$ cat src/rtl/db9md_pkg.sv
// Shared types and constants for the DB9 Mega Drive scan sequencer.
package db9md_pkg;

  localparam int BTN_R     = 0;
  localparam int BTN_L     = 1;
  localparam int BTN_D     = 2;
  localparam int BTN_U     = 3;
  localparam int BTN_B     = 4;
  localparam int BTN_C     = 5;
  localparam int BTN_A     = 6;
  localparam int BTN_START = 7;
  localparam int BTN_MODE  = 8;
  localparam int BTN_X     = 9;
  localparam int BTN_Y     = 10;
  localparam int BTN_Z     = 11;

  typedef enum logic [1:0] {NONE, SMS, MD3, MD6} pad_type_t;

  typedef enum logic [3:0] {
    IDLE, SETTLE, PH0, PH1, PH2, PH3, PH4, PH5, PH6, PH7, COMMIT
  } scan_state_t;

  // Select level per phase, bit n = PHn: H,L,H,L,H,L,H,L
  localparam logic [7:0] MDSEL_PHASE = 8'b01010101;

  typedef struct packed {
    logic [11:0] btn;
    logic        md;
    logic        six;
  } shadow_t;

endpackage

$ cat src/rtl/db9md_tick.sv
// Protocol tick divider; restart zeroes the phase so every state gets full ticks.
module db9md_tick #(
  parameter int TICK_DIV = 400
) (
  input  logic clk_sys,
  input  logic reset,
  input  logic restart,
  output logic tick
);
  localparam int CW = $clog2(TICK_DIV);

  logic [CW-1:0] cnt;

  assign tick = (cnt == CW'(TICK_DIV - 1));

  always_ff @(posedge clk_sys) begin
    if (reset || restart || tick) cnt <= '0;
    else                          cnt <= cnt + CW'(1);
  end
endmodule

$ cat src/rtl/db9md_scan_ctrl.sv
// Serial SNAC DB9 Mega Drive scan sequencer: time-shares the pins between two
// pads, runs the select-line protocol and commits decoded 12-bit button words.
module db9md_scan_ctrl
  import db9md_pkg::*;
#(
  parameter int TICK_DIV   = 400,
  parameter int IDLE_TICKS = 200,
  parameter int TWO_PORTS  = 1
) (
  input  logic        clk_sys,
  input  logic        reset,
  input  logic        enable,
  input  logic [5:0]  joy_in,
  output logic        joy_split,
  output logic        joy_mdsel,
  output logic [11:0] joystick1,
  output logic [11:0] joystick2,
  output logic [1:0]  pad_type1,
  output logic [1:0]  pad_type2,
  output logic        scan_done
);
  localparam int IW = $clog2(IDLE_TICKS + 1);

  logic [5:0]  sync1, sync2, p;
  logic [1:0]  en_pipe;
  logic        run, tick, restart, port_q, is_ph;
  logic [2:0]  ph;
  logic [IW-1:0] idle_q;
  scan_state_t st_q, st_d;
  shadow_t     sh_q;
  logic [11:0] commit_btn;
  pad_type_t   commit_type;

  // A scan may only start once enable has been seen for two cycles;
  // dropping it aborts on the very next edge.
  assign run = enable & en_pipe[1];
  assign p   = ~sync2;

  db9md_tick #(.TICK_DIV(TICK_DIV)) u_tick (
    .clk_sys (clk_sys),
    .reset   (reset),
    .restart (restart),
    .tick    (tick)
  );

  assign is_ph     = (st_q >= PH0) && (st_q <= PH7);
  assign ph        = 3'(st_q - PH0);
  assign joy_mdsel = is_ph ? MDSEL_PHASE[ph] : 1'b1;
  assign joy_split = port_q;
  assign restart   = (st_d != st_q) || !run;

  always_comb begin
    st_d = st_q;
    case (st_q)
      IDLE:    if (tick && idle_q == IW'(IDLE_TICKS - 1)) st_d = SETTLE;
      SETTLE:  if (tick) st_d = PH0;
      PH7:     if (tick) st_d = COMMIT;
      COMMIT:  st_d = (TWO_PORTS != 0 && !port_q) ? SETTLE : IDLE;
      default: if (tick) st_d = scan_state_t'(st_q + 4'd1);
    endcase
    if (!run) st_d = IDLE;
  end

  always_comb begin
    commit_btn  = sh_q.btn;
    commit_type = MD6;
    if (!sh_q.md) begin
      commit_type           = SMS;
      commit_btn[BTN_A]     = 1'b0;
      commit_btn[BTN_START] = 1'b0;
      commit_btn[BTN_MODE]  = 1'b0;
      commit_btn[BTN_X]     = 1'b0;
      commit_btn[BTN_Y]     = 1'b0;
      commit_btn[BTN_Z]     = 1'b0;
    end else if (!sh_q.six) begin
      commit_type           = MD3;
      commit_btn[BTN_MODE]  = 1'b0;
      commit_btn[BTN_X]     = 1'b0;
      commit_btn[BTN_Y]     = 1'b0;
      commit_btn[BTN_Z]     = 1'b0;
    end
  end

  always_ff @(posedge clk_sys) begin
    if (reset) begin
      sync1   <= '1;
      sync2   <= '1;
      en_pipe <= '0;
    end else begin
      sync1   <= joy_in;
      sync2   <= sync1;
      en_pipe <= {en_pipe[0], enable};
    end
  end

  always_ff @(posedge clk_sys) begin
    if (reset || !run) begin
      st_q      <= IDLE;
      port_q    <= 1'b0;
      idle_q    <= '0;
      sh_q      <= '0;
      joystick1 <= '0;
      joystick2 <= '0;
      pad_type1 <= NONE;
      pad_type2 <= NONE;
      scan_done <= 1'b0;
    end else begin
      st_q      <= st_d;
      scan_done <= 1'b0;
      if (st_q == IDLE && tick)
        idle_q <= (st_d == SETTLE) ? '0 : idle_q + IW'(1);
      // Pad output is sampled on the last cycle of each phase
      if (tick) begin
        case (st_q)
          PH0: begin
            sh_q.btn[BTN_U] <= p[0];
            sh_q.btn[BTN_D] <= p[1];
            sh_q.btn[BTN_L] <= p[2];
            sh_q.btn[BTN_R] <= p[3];
            sh_q.btn[BTN_B] <= p[4];
            sh_q.btn[BTN_C] <= p[5];
          end
          PH1: begin
            sh_q.btn[BTN_A]     <= p[4];
            sh_q.btn[BTN_START] <= p[5];
            sh_q.md             <= p[2] & p[3];
          end
          PH5: sh_q.six <= &p[3:0];
          PH6: begin
            sh_q.btn[BTN_Z]    <= p[0];
            sh_q.btn[BTN_Y]    <= p[1];
            sh_q.btn[BTN_X]    <= p[2];
            sh_q.btn[BTN_MODE] <= p[3];
          end
          default: ;
        endcase
      end
      if (st_q == COMMIT) begin
        if (port_q) begin
          joystick2 <= commit_btn;
          pad_type2 <= commit_type;
        end else begin
          joystick1 <= commit_btn;
          pad_type1 <= commit_type;
        end
        port_q    <= (st_d == SETTLE);
        scan_done <= (st_d == IDLE);
      end
    end
  end
endmodule

$ cat config.mk
export PLATFORM = sky130hd
export DESIGN_NAME = db9md_scan_ctrl
export DESIGN_NICKNAME = d
export VERILOG_FILES = /design/src/rtl/db9md_pkg.sv /design/src/rtl/db9md_tick.sv /design/src/rtl/db9md_scan_ctrl.sv
export SDC_FILE = /design/constraint.sdc
export NUM_CORES = 1
export LEC_CHECK = 0
export ABC_AREA = 1
export BUFFER_PORTS_ARGS = -buffer_cell sky130_fd_sc_hd__buf_2
export CAP_MARGIN = 25
export CORE_MARGIN = 2
export CORE_UTILIZATION = 30
export DETAILED_ROUTE_END_ITERATION = 10
export PLACE_DENSITY = 0.48
export SYNTH_ARGS = -nofsm -noshare
export SYNTH_HDL_FRONTEND = slang
export SYNTH_SLANG_ARGS = --single-unit
$ cat constraint.sdc
create_clock -name clk_sys -period 3.2 [get_ports clk_sys]
set_input_delay 0.32 -clock clk_sys [delete_from_list [all_inputs] [get_ports clk_sys]]
set_output_delay 0.32 -clock clk_sys [all_outputs]
set_load 0.01 [all_outputs]
### Word-level counts from Yosys, hierarchy flattened

Memories as Yosys holds them, arrays and structs flattened.
Index checks and enable logic that the tools add are counted.

| word-level totals | value |
|---|---|
| memories | 1 |
| register bits | 79 |
| word-level logic and storage cells | 74 |
| ROM bits | 8 |
| output and inout bits | 31 |

| cells by class | value |
|---|---|
| eq/ne operators | 11 |
| $add $sub $neg | 4 |
| magnitude comparators | 3 |
| bitwise gates (word level) | 5 |
| reduce and logical (&&, ||, !) cells | 18 |
| mux-type cells | 15 |

Memories:

| memory | words | width | rd ports | clocked after Yosys merged registers in | wr ports | line | text |
|---|---|---|---|---|---|---|---|
| (name not given) | 8 | 1 | 1 | 0 | 0 | db9md_scan_ctrl.sv:48 | `assign joy_mdsel = is_ph ? MDSEL_PHASE[ph] : 1'b1;` |

Operators by type and width:

| operator | number |
|---|---|
| 4-bit 2-to-1 mux | 7 |
| 4-bit one-hot mux with 4 select lines | 1 |
| 4-bit == test (second input constant) | 3 |
| 2-bit AND reduction | 6 |
| 9-bit by 1-bit adder with 9-bit output (second input constant) | 1 |
| 9-bit == test (second input constant) | 1 |
| 8-bit by 1-bit adder with 8-bit output (second input constant) | 1 |
| 4-bit by 1-bit == test with 1-bit output (second input constant) | 2 |
| 4-bit by 2-bit == test with 1-bit output (second input constant) | 2 |
| 8-bit == test (second input constant) | 1 |
| 4-bit logical NOT | 2 |
| 8-bit 2-to-1 mux | 1 |
| 6-bit NOT | 1 |
| 4-bit by 1-bit adder with 4-bit output (second input constant) | 1 |
| 4-bit by 3-bit == test with 1-bit output (second input constant) | 1 |
| 4-bit by 2-bit greater-or-equal comparator with 1-bit output (second input constant) | 1 |
| 4-bit less-or-equal comparator (second input constant) | 1 |
| 1-bit logical OR | 4 |
| 3-bit by 4-bit less-than comparator with 1-bit output (second input constant) | 1 |
| 1-bit 2-to-1 mux | 4 |
| 2-bit 2-to-1 mux | 2 |
| 4-bit inequality test | 1 |
| 4-bit AND reduction | 1 |
| 1-bit logical AND | 3 |
| 5 further kinds | 7 |

### Depth between registers and ports, before layout

| depth | value |
|---|---|
| depth after elaboration | 9 |
| mapped depth | 14 |

### Modules after synthesis

A second synthesis with hierarchy kept.

| unflattened totals | value |
|---|---|
| cell total of the unflattened synthesis | 431 |
| area total of the unflattened synthesis | 3325.7 um^2 |

Modules (own cells, without submodules):

| module | seq. area each (um^2) | cells an instance | times used | area each (um^2) |
|---|---|---|---|---|
| db9md_scan_ctrl | 1401.3 | 372 | 1 | 2894.0 |
| db9md_tick | 180.2 | 59 | 1 | 431.7 |

### Worst setup path after synthesis

No wires, ideal clock.

| timing | value |
|---|---|
| path type | register to register |
| start point | register u_tick.cnt[0] |
| end point | register idle_q[4] |
| cell stages (with the launch flop) | 12 |
| setup slack | 1259 ps |
| data required time | 3081 ps |
| buffers on the path | 0 |
| arrival | 1823 ps |
| clock period less this slack | 1941 ps |
| cells stage by stage | dfxtp_1 > ha_1 > nand3_2 > nor2_4 > nand2_4 > ha_1 > a21oi_2 > nand2_2 > nor2_4 > nand3_2 > nand2_4 > nor2_2 |

| on the way | value |
|---|---|
| word-level cells in the longest chain between the ends | 7 |
| elaborated cells on any way between the ends | 11 |
| those cells by class | 2 x eq/ne; 7 x mux; 2 x reduce/logical |

Ends and longest elaborated chain:

| element | line | text |
|---|---|---|
| start: declaration | db9md_tick.sv:12 | `logic [CW-1:0] cnt;` |
| start signal: assignment | db9md_tick.sv:18 | `else cnt <= cnt + CW'(1);` |
| 9-bit == test * | db9md_tick.sv:14 | `assign tick = (cnt == CW'(TICK_DIV - 1));` |
| 1-bit logical AND | db9md_scan_ctrl.sv:55 | `IDLE: if (tick && idle_q == IW'(IDLE_TICKS - 1)) st_d = SETTLE;` |
| 4-bit 2-to-1 mux | db9md_scan_ctrl.sv:55 |  |
| 4-bit one-hot mux with 4 select lines | db9md_scan_ctrl.sv:54 | `case (st_q)` |
| 4-bit 2-to-1 mux | db9md_scan_ctrl.sv:61 | `if (!run) st_d = IDLE;` |
| 4-bit by 1-bit == test with 1-bit output | db9md_scan_ctrl.sv:111 | `idle_q <= (st_d == SETTLE) ? '0 : idle_q + IW'(1);` |
| 8-bit 2-to-1 mux | db9md_scan_ctrl.sv:111 |  |
| end signal: assignment | db9md_scan_ctrl.sv:111 |  |
| end: declaration | db9md_scan_ctrl.sv:28 | `logic [IW-1:0] idle_q;` |

Every way passes the cells marked *; elsewhere a longest branch is shown, timed or not.
A chain may end at the register's enable or synchronous reset.

### Final worst setup path

| timing | value |
|---|---|
| start point | register u_tick.cnt[0] |
| end point | register idle_q[2] |

The elaborated chain is that of the path after synthesis.

==> metrics.csv <==
metric,value,unit
clock_latency,340,ps
viasPerCell,4.39,
yosysWarningCount,0,
start_util,0.310,
cp_slowest_cell,dfxtp_1,
max_cap_violations,0,
slowest_delay,370,ps
crit_buf_inv,0,
worstPathArrival,2370,ps
powerDensity,493,nW/um^2
wire_per_inst,11.8,um
status,"finished, final reports clean",
h-tree-depth,3,
num_rows,38,
place_inst,577,
synth.cell_area,3390,sq um
worst_pin_slew,594,ps
p_int,1.55,mW
timing.rr.end,idle_q[2],
switching_share,0.216,
synthSimpleGateAreaFrac,0.264,
r2r_slack,1060,ps
synth-compound-area-share,0.135,
synthMuxAreaShare,0.00295,
p_leak,1.60,nW
synthesis.nets,424,
grt_pass1_vias,2459,
drt-initial-drc-count,127,
post_cts_buffers,0,
synthTopCellsByArea,"dfxtp_1, o21ai_0, inv_1",
seqPwrFrac,0.502,
place_area,3740,sq um
cts.sinks,79,
cts.repair.resized,0,
grt_max_degree,47,
slew_headroom,0.604,
endpoint_kind,register,
cp_data_required_time,3420,ps
cts_root_buffer,clkbuf_16,
finalSetupViolations,0,
fin_cells,593,
gp_congestion,0.818,
first_pass_iters,4,
total_power,1.98,mW
p_sw,428,uW
antenna_found_initial,0,
min_from,joy_in[4],
diodes,0,
die_h,110,um
r2r_start,u_tick.cnt[0],
overflow,0,
path_class,register to register,
area_growth,18.5,%
syn_inst,407,
grt_setup_unrepaired,no,
synth_cell_types,30,
final_nets,465,
post-route-min-period,2140,ps
hold_depth,2,
pwr-share-clk,0.486,
finalCritPeriodShare,0.669,
ir_drop,265,uV
hold_end,sync1[4],
vias,2606,
hp-class,primary input to register,
track_usage,0.125,
p_comb_frac,0.012,
n_fill_cell,1157,
cts_hold_buffers,0,
hold_ws,167,ps
synth_area_per_cell,8.34,sq um
drv_slew,0,
synth_xor_area_frac,0.0310,
yosysTopAreaCell,dfxtp_1,
setup_tns,0,ps
io_buffers,39,
skew,7.61,ps
cp_max_fo,8,
hold_viol,0,
seq_area_frac_synth,0.466,
clock_path_buffers,2,
dp_hpwl,4990,um
ys_ff_latch,79,
synth_adder_area_share,0.0295,
synth.top_cell.area_share,0.466,
fmax,467,MHz
grt_pass1_wl,11700,um
drc,0,
cts_made_buffers,9,
stdcell_area,4020,sq um
path_cells,ha_1 -> nand3_2 -> nor2_4 -> nand2_4 -> ha_1 -> a21oi_2 -> nand2_2 -> nor2_4 -> nand3_2 -> nand2_4 -> nor2_2,
die_width,110,um
core,10900,sq um
synth_top_family_by_area,simple AND/OR/NAND/NOR gates,
final_antenna_net_count,0,
path_clk_slew,60,ps
routed_wl,7020,um
io-pin-count,40,
drive_gt1_frac,0.272,
start_kind,register,
cts_tree,built,
die-area,12200,sq um
r2r_cells,11,
critPathTopFamily,simple AND/OR/NAND/NOR gates,
-- cell usage after synthesis --
master / count
a21oi_1: 36
a21oi_2: 2
a31oi_1: 2
buf_2: 1
clkbuf_1: 10
dfxtp_1: 79
ha_1: 8
inv_1: 49
inv_2: 4
mux2i_1: 1
nand2_1: 37
nand2_2: 8
nand2_4: 4
nand3_1: 13
nand3_2: 4
nand3_4: 2
nand3b_1: 2
nand4_1: 4
nand4_2: 1
nor2_1: 34
nor2_2: 15
nor2_4: 5
nor3_1: 4
nor3_2: 9
nor3b_1: 1
o21ai_0: 47
o31ai_2: 1
or2_2: 12
xnor2_1: 1
xor2_1: 11
-- state kept, by name, summed over array words and instances, names as in the netlist --
signal / cells
scan_done: 1
commit_btn: 6
joy_split: 1
st_q: 4
pad_type1: 2
idle_q: 8
sync1: 6
en_pipe: 2
pad_type2: 2
sh_q: 8
u_tick.cnt: 9
joystick2: 12
joystick1: 12
sync2: 6
-- cell families after synthesis --
family | after synthesis
simple gates | 155
xor+xnor | 12
fa+ha+maj | 8
compound gates | 88
buf+inv | 64
flops | 79
mux | 1
-- layout by cell type, fill, tap and decap left out, drive strengths merged --
master	instances
xnor2	1
inv	54
buf	41
nor3	13
clkinv	2
nor3b	1
clkbuf	11
ha	8
nand3b	2
a21oi	38
nand2	49
xor2	11
dfxtp	79
nand4	5
nand3	19
nor2	54
clkinvlp	2
o21ai	47
a31oi	2
o31ai	1
mux2i	1
or2	12
-- stage by stage --
step | utilization | setup WS [ps]
after detailed placement | 0.342 | 1050
after CTS | 0.368 | 1040
after global placement | 0.342 | 1030
final | 0.368 | 1060
after floorplan | - | 1260
after global routing | 0.368 | 869
-- worst max-delay path by stage --
stage / end / depth (start not counted) / from
6_report: idle_q[2] / 11 / u_tick.cnt[0]
5_1_grt: commit_btn[1] / 6 / u_tick.cnt[0]
4_1_cts: idle_q[2] / 11 / u_tick.cnt[0]
3_5_place_dp: idle_q[3] / 11 / u_tick.cnt[0]
3_3_place_gp: scan_done / 12 / u_tick.cnt[0]
2_1_floorplan: idle_q[4] / 11 / u_tick.cnt[0]
-- area by class of cell --
cell class / instances / area (sq um) / share of cell area
sequential: 79 / 1580 / 0.393
multi-input combinational: 264 / 1570 / 0.391
clock buffer: 11 / 243 / 0.0604
timing repair buffer: 41 / 210 / 0.0523
inverter: 53 / 199 / 0.0495
tap: 140 / 175 / 0.0436
clock inverter: 5 / 41.3 / 0.0103
-- layer usage --
layer,global-route usage,wire length (um),up-vias
met4,0.0455,85,0
met1,0.176,3740,1149
met2,0.179,2860,48
met3,0.0400,343,7
li1,-,-,1402
met5,0,0,-
-- power groups by stage --
| stage | registers, mW | clock network (mW) | logic (mW) |
|---|---|---|---|
| floorplan | 1.02 | 0 | 0.0155 |
| global placement | 1.02 | 0 | 0.0241 |
| detailed placement | 1.02 | 0 | 0.0243 |
| CTS | 0.994 | 1.00 | 0.0243 |
| global route | 0.995 | 1.04 | 0.0277 |
| finish | 0.995 | 0.963 | 0.0238 |
Power figures use the tool's default switching activity.
